`src/rtl/prim_onehot_pkg.sv`:
```
// Shared one-hot helpers and defaults for demux/mux primitives.
// Contents: ErrCntWDef (error counter width), OnehotMaxW, onehot_ok().
package prim_onehot_pkg;

    localparam int ErrCntWDef = 8;
    localparam int OnehotMaxW = 64;

    // Callers zero-extend their vector to OnehotMaxW; padding zeros do
    // not change the one-hot outcome.
    function automatic logic onehot_ok(input logic [OnehotMaxW-1:0] vec);
        logic seen;
        logic multi;
        seen  = 1'b0;
        multi = 1'b0;
        for (int i = 0; i < OnehotMaxW; i++) begin
            multi = multi | (seen & vec[i]);
            seen  = seen | vec[i];
        end
        return seen & ~multi;
    endfunction

endpackage

```
`src/rtl/prim_onehot_demux_slot.sv`:
```
// Single-entry holding register for one demux output channel.
// Ports: clk_i, rst_i, wr_i (load), drain_i (consumer took beat),
//        data_i, valid_o, data_o.
module prim_onehot_demux_slot #(
    parameter int Width = 32
) (
    input  logic             clk_i,
    input  logic             rst_i,
    input  logic             wr_i,
    input  logic             drain_i,
    input  logic [Width-1:0] data_i,
    output logic             valid_o,
    output logic [Width-1:0] data_o
);

    // A write wins over a drain, so drain+write keeps the slot full.
    always_ff @(posedge clk_i) begin
        if (rst_i) begin
            valid_o <= 1'b0;
            data_o  <= '0;
        end else begin
            if (wr_i) begin
                valid_o <= 1'b1;
                data_o  <= data_i;
            end else if (drain_i) begin
                valid_o <= 1'b0;
            end
        end
    end

endmodule

```
`src/rtl/prim_onehot_demux_reg.sv`:
```
// Registered one-hot demux: one valid/ready stream to Outputs channels.
// Ports: clk_i, rst_i, in_valid_i/in_ready_o/in_data_i/in_sel_i,
//        out_valid_o/out_ready_i/out_data_o, err_clr_i, err_o, err_cnt_o.
module prim_onehot_demux_reg
    import prim_onehot_pkg::*;
#(
    parameter int Width   = 32,
    parameter int Outputs = 8,
    parameter int ErrCntW = ErrCntWDef
) (
    input  logic               clk_i,
    input  logic               rst_i,
    input  logic               in_valid_i,
    output logic               in_ready_o,
    input  logic [Width-1:0]   in_data_i,
    input  logic [Outputs-1:0] in_sel_i,
    output logic [Outputs-1:0] out_valid_o,
    input  logic [Outputs-1:0] out_ready_i,
    output logic [Width-1:0]   out_data_o [Outputs],
    input  logic               err_clr_i,
    output logic               err_o,
    output logic [ErrCntW-1:0] err_cnt_o
);

    logic [OnehotMaxW-1:0] sel_ext;
    logic                  sel_ok;
    logic [Outputs-1:0]    drain;
    logic [Outputs-1:0]    wr;
    logic                  acc;
    logic                  bad;

    assign sel_ext = OnehotMaxW'(in_sel_i);
    assign sel_ok  = onehot_ok(sel_ext);
    assign drain   = out_valid_o & out_ready_i;

    // Bad selects are always taken so a broken producer cannot deadlock.
    assign in_ready_o = sel_ok ? |(in_sel_i & (~out_valid_o | drain))
                               : 1'b1;

    assign acc = in_valid_i & in_ready_o;
    assign wr  = {Outputs{acc & sel_ok}} & in_sel_i;
    assign bad = acc & ~sel_ok;

    for (genvar k = 0; k < Outputs; k++) begin : gen_slot
        prim_onehot_demux_slot #(
            .Width (Width)
        ) u_slot (
            .clk_i   (clk_i),
            .rst_i   (rst_i),
            .wr_i    (wr[k]),
            .drain_i (drain[k]),
            .data_i  (in_data_i),
            .valid_o (out_valid_o[k]),
            .data_o  (out_data_o[k])
        );
    end

    always_ff @(posedge clk_i) begin
        if (rst_i) begin
            err_o     <= 1'b0;
            err_cnt_o <= '0;
        end else if (err_clr_i) begin
            // A bad beat in the clearing cycle is the first new error.
            err_o     <= bad;
            err_cnt_o <= bad ? ErrCntW'(1) : '0;
        end else if (bad) begin
            err_o <= 1'b1;
            if (err_cnt_o != '1) begin
                err_cnt_o <= err_cnt_o + ErrCntW'(1);
            end
        end
    end

    logic [Outputs-1:0] prev_hold;
    logic [Width-1:0]   prev_data [Outputs];

    always_ff @(posedge clk_i) begin
        prev_hold <= rst_i ? '0 : (out_valid_o & ~out_ready_i);
        prev_data <= out_data_o;
        for (int k = 0; k < Outputs; k++) begin
            if (!rst_i && prev_hold[k]) begin
                assert (out_valid_o[k] && out_data_o[k] == prev_data[k]);
            end
        end
        if (!rst_i && in_valid_i && !in_ready_o) begin
            assert (sel_ok);
        end
    end

endmodule

```
`config.mk`:
```
export PLATFORM = sky130hd
export DESIGN_NAME = prim_onehot_demux_reg
export DESIGN_NICKNAME = d
export VERILOG_FILES = /design/src/rtl/prim_onehot_pkg.sv /design/src/rtl/prim_onehot_demux_slot.sv /design/src/rtl/prim_onehot_demux_reg.sv
export SDC_FILE = /design/constraint.sdc
export NUM_CORES = 1
export LEC_CHECK = 0
export BUFFER_PORTS_ARGS = -buffer_cell sky130_fd_sc_hd__buf_2
export CAP_MARGIN = 20
export CORE_AREA = 2 2 165 167
export DETAILED_ROUTE_END_ITERATION = 10
export DIE_AREA = 0 0 167 169
export SYNTH_ARGS = -nofsm -noshare
export SYNTH_HDL_FRONTEND = slang
export SYNTH_HIERARCHICAL = 1
export SYNTH_SLANG_ARGS = --single-unit
```
`constraint.sdc`:
```
create_clock -name clk_i -period 9.6 [get_ports clk_i]
set_clock_uncertainty 0.15 [all_clocks]
set_input_delay 1.92 -clock clk_i [delete_from_list [all_inputs] [get_ports clk_i]]
set_output_delay 1.92 -clock clk_i [all_outputs]
set_load 0.05 [all_outputs]
```
# ---- Word-level counts from Yosys, hierarchy flattened
# Index checks and enable logic that the tools add are counted.
dict set report totals {
  register_bits 273
  latch_bits 0
  mem_bits_rw 0
  romBits 0
  in_bits 52
  out_inout_bits 274
  mem_count 0
}
dict set report op_classes {
  n_addsub 1
  n_mul 0
  div_mod_pow 0
  n_lt_le_gt_ge 0
  eq_ne 1
  shifts 0
  mux 23
  bitwise_logic 31
  n_reduce_logical 12
}
# cell count
set ops {}
lappend ops {{$and A8 B8 Y8} 3}
lappend ops {{$mux W8} 3}
lappend ops {{$mux W1} 20}
lappend ops {{$reduce_bool A2 Y1} 10}
lappend ops {{$or A1 B1 Y1} 13}
lappend ops {{$and A1 B1 Y1} 11}
lappend ops {{$add A8 B1 Y8 const B} 1}
lappend ops {{$ne A8 B8 Y1 const B} 1}
lappend ops {{$not A8 Y8} 1}
lappend ops {{$or A8 B8 Y8} 1}
lappend ops {{$reduce_or A8 Y1} 1}
lappend ops {{$not A1 Y1} 2}
lappend ops {{$reduce_and A2 Y1} 1}

# ---- Depth between registers and ports, before layout
dict set report logic_depth {
  depth_word 15
  depth_mapped 10
}

# ---- Cells and area by module
# Netlist, hierarchy kept.
# mod instances cells_per_inst area_per_inst_um2 seq_area_each_um2
set by_module_without_submodules {}
lappend by_module_without_submodules {prim_onehot_demux_slot 8 108 1204.9 660.6}
lappend by_module_without_submodules {prim_onehot_demux_reg 1 107 830.8 180.2}

# ---- Least setup slack after synthesis
# Ideal clock, no wire load.
dict set report synth_path {
  path_type {input-to-output}
  start {input port in_sel_i[1]}
  end {output port in_ready_o}
  arrival_time_ns 3.718
  path_slack_ns 3.812
  cell_stages 5
  path_buffers 0
  cell_sequence {or4_4 -> or4_4 -> o31a_2 -> a22o_2 -> nand2b_1}
}
dict set report synth_via {
  elab_chain_cells 11
}
# element line_no
set synth_lines {}
lappend synth_lines {{from (decl)} prim_onehot_demux_reg.sv:16} ;# input logic [Outputs-1:0] in_sel_i,
lappend synth_lines {{$or A1 B1 Y1} prim_onehot_pkg.sv:17} ;# seen = seen | vec[i];
lappend synth_lines {{$and A1 B1 Y1 / $or A1 B1 Y1 (equally long branches)} {prim_onehot_pkg.sv:16, prim_onehot_pkg.sv:17}}
lappend synth_lines {{$or A1 B1 Y1 (tied with other cells) (4 in series)} prim_onehot_pkg.sv:16} ;# multi = multi | (seen & vec[i]);
lappend synth_lines {{$or A1 B1 Y1 / $and A1 B1 Y1 (equally long branches)} prim_onehot_pkg.sv:16}
lappend synth_lines {{$or A1 B1 Y1} prim_onehot_pkg.sv:16}
lappend synth_lines {{$not A1 Y1} prim_onehot_pkg.sv:19} ;# return seen & ~multi;
lappend synth_lines {{$and A1 B1 Y1} prim_onehot_pkg.sv:19}
lappend synth_lines {{$mux W1 *} prim_onehot_demux_reg.sv:37} ;# assign in_ready_o = sel_ok ? |(in_sel_i & (~out_valid_o | drain))
lappend synth_lines {{to (decl)} prim_onehot_demux_reg.sv:14} ;# output logic in_ready_o,
# Every way passes the cells marked *; elsewhere a longest branch is shown, timed or not.

# ---- Worst setup path in the final report
# Ends and elaborated chain as after synthesis.

==> run_results.csv <==
group,metric,value,unit
global_routing,antenna_found_initial,0,
timing,fmax,168,MHz
power_and_ir_drop,leakage,5.43,nW
worst_setup_path,endpoint,"in_ready_o",
clock_network,cts.htree.levels,1,
clock_network,clkTransAtPathRegs,0.06,ns
global_routing,grt_usage,18.8,%
floorplanning,fp.dieH,169,µm
cells_and_area,nets,1324,
timing,setup_viol,0,
worst_setup_path,worst-r2r-cell-count,9,
worst_setup_path,timing.rr.end,"gen_slot[0].u_slot/data_o[17]",
synthesis,ys_ff_latch,273,
power_and_ir_drop,p_sw,0.000530,W
floorplanning,fp.dieW,167,µm
detailed_routing,drt-initial-drc-count,409,
global_routing,grt_start_max_net_pins,102,
flow_run,drv_cap,0,
power_and_ir_drop,power.density,186,mW/mm²
worst_setup_path,end_kind,"primary output",
cells_and_area,postLayoutCellArea,0.0129,mm²
synthesis,synthArstFlopShare,0,%
worst_setup_path,cp-start-kind,"primary input",
worst_setup_path,criticalPathCategory,"in -> out",
timing,fin_crit_sh,61.9,%
floorplanning,pin_count,326,
detailed_routing,ant_nets,0,
power_and_ir_drop,clockPowerShare,47.7,%
detailed_routing,drc,0,
placement,hpwl,18600,µm
detailed_routing,first_pass_iters,4,
clock_network,clock_sinks,273,
power_and_ir_drop,p_seq_share,47.7,%
global_routing,grt_first_pass_wirelength,42400,µm
timing,worstMarginPinSlew,1.03,ns
power_and_ir_drop,intPower,0.00186,W
placement,gp_congestion,0.832,
cells_and_area,seqCellArea,0.00547,mm²
floorplanning,core-area,0.0265,mm²
power_and_ir_drop,comb_power_share,4.6,%
timing,drv_slew,0,
timing,slew_headroom,31.2,%
power_and_ir_drop,netSwitchingFraction,22.1,%
timing,hold_viol,0,
clock_network,clock_latency,0.54,ns
clock_network,cts_hold_buf,0,
clock_network,post-cts-setup-buffer-count,0,
synthesis,syn-num-nets,1024,
placement,placed_cell_area,0.0119,mm²
synthesis,ys_seq_area_share,52.2,%
floorplanning,start_util,39.5,%
timing,fin_crit,5.94,ns
clock_network,postCtsResizedCells,0,
worst_setup_path,crit_arrival,3.87,ns
synthesis,yosysWarnings,6,
global_routing,gr-total-overflow,0,
cells_and_area,drive_gt1_share,30.9,%
placement,portBuffers,325,
synthesis,synth_area,0.0105,mm²
cells_and_area,syn2layout_area_growth,23.2,%
timing,rsz0062_at_grt,"no",
clock_network,cts-root-buf,"clkbuf_16",
timing,tns,0,ns
power_and_ir_drop,vdd_drop_max,141,µV
floorplanning,num_rows,60,
synthesis,synth_ff_type,"dfxtp_1",
detailed_routing,via_per_inst,4.75,
worst_setup_path,r2r_setup_slack,7.03,ns
synthesis,syn_avg_cell_area,10.8,µm²
detailed_routing,wl,27900,µm
synthesis,synthCells,971,
cells_and_area,nFillCells,2525,
detailed_routing,vias,7760,
cells_and_area,multi_input_area,0.00422,mm²
detailed_routing,post_drt_wl_per_cell,17.1,µm
worst_setup_path,cp_max_fo,6,
synthesis,yosysUniqueCellTypes,38,
outcome,outcome,"completed",
worst_hold_path,hold_path_class,"reg -> reg",
worst_setup_path,cp-startpoint,"in_sel_i[1]",
clock_network,clk_path_buf_depth,3,
floorplanning,die-area,0.0282,mm²
global_routing,grt_pass1_vias,7192,
worst_setup_path,regToRegStartpoint,"gen_slot[4].u_slot/valid_o",
worst_setup_path,critical_path_required,7.53,ns
cells_and_area,antenna_cells,0,
clock_network,cts_buffers,29,
clock_network,cts_tree,"done",
synthesis,synth_edf_count,0,
==> kinds of logic after synthesis <==
| family | synth area share (%) |
|---|---|
| compound gates | 2.82 |
| fa+ha+maj | 0.119 |
| buf+inv | 7.58 |
| flops | 52.2 |
| mux | 24.6 |
| simple gates | 12.7 |
==> cells in the mapped netlist (all sizes together), types with 2 or more instances <==
library cell / n / area (µm²)
mux2i: 257 / 2570
nand2: 4 / 15.0
o31ai: 5 / 37.5
or4: 5 / 45.0
a21oi: 11 / 55.1
buf: 50 / 669
a31oi: 2 / 42.5
clkbuf: 16 / 60.1
nand3: 5 / 25.0
inv: 17 / 63.8
nor3b: 2 / 25.0
a21boi: 3 / 22.5
nor2: 265 / 995
or3: 2 / 17.5
o21ai: 11 / 55.1
nand2b: 11 / 68.8
nand4: 2 / 12.5
dfxtp: 273 / 5470
a2111oi: 2 / 17.5
and2: 17 / 109
==> cells in the final DEF (no fill, tap or decap), types with 5 or more instances in the layout <==
cell       Yosys  final
buf_2         16    324
dfxtp_1      273    273
nor2_1       265    265
mux2i_1      257    257
clkbuf_16      0     29
inv_1         17     17
nand2b_1      11     11
a21oi_1       11     11
o21ai_0       10     10
and2_2         2      9
clkbuf_8       0      9
buf_4          1      9
and2_1        15      8
clkbuf_1      16      8
nand3_1        5      5
o31ai_1        5      5
clkinv_2       0      5
==> registers in the layout, summed over array words and instances, names as in the netlist <==
| name | flops |
|---|---|
| err_o | 1 |
| gen_slot.u_slot/valid_o | 8 |
| err_cnt_o | 8 |
| gen_slot.u_slot/data_o | 256 |
==> power by group through the flow <==
stage	Clock [W]	Sequential (W)	Combinational (W)
after floorplan	0	0.00119	0.0000442
after global placement	0	0.00117	0.000112
after detailed placement	0	0.00117	0.000112
after CTS	0.00117	0.00114	0.000112
after global routing	0.00122	0.00114	0.000119
final	0.00114	0.00114	0.000110
==> critical path: stages <==
cell and delay [ns]:
buf_2 0.12, or4_4 0.57, or4_4 0.54, o31a_2 0.14, a22o_2 0.22, nand2b_1 0.14
buf_2 0.21
==> worst min-delay path by stage <==
stage | start | to | cells after the start
2_1_floorplan | err_o | err_o | 2
3_3_place_gp | err_o | err_o | 2
3_5_place_dp | err_o | err_o | 2
4_1_cts | err_o | err_o | 2
5_1_grt | gen_slot[6].u_slot/data_o[8] | gen_slot[6].u_slot/data_o[8] | 2
6_report | err_o | err_o | 2
==> cell type report <==
type	instances	share of cell area, %
clock inverters	9	0.961
multi-input cells	615	32.7
well taps	341	3.31
flip-flops and latches	273	42.4
repair buffers	335	13.4
inverters	17	0.495
clock buffers	45	6.71
==> routing by layer <==
metal / part of all wire, % / routed length, µm / track usage, % / vias up
li1: - / - / - / 3839
met1: 44 / 12200 / 23.9 / 3644
met2: 47 / 13100 / 31.3 / 239
met3: 7.7 / 2140 / 5.52 / 38
met4: 1.7 / 463 / 4.50 / 0
met5: 0 / 0 / 0 / -
==> through the flow <==
stage	util [%]	setup slack (ns)	instances	total power, W	hold WS (ns)
2_1_floorplan	-	3.81	971	0.00123	0.538
3_3_place_gp	44.8	3.68	1580	0.00128	0.309
3_5_place_dp	44.8	3.67	1580	0.00128	0.310
4_1_cts	48.6	3.66	1634	0.00243	0.321
5_1_grt	48.7	3.61	1635	0.00248	0.358
6_report	48.7	3.66	1635	0.00240	0.318
Note: power is estimated with default switching activity, not from simulation.
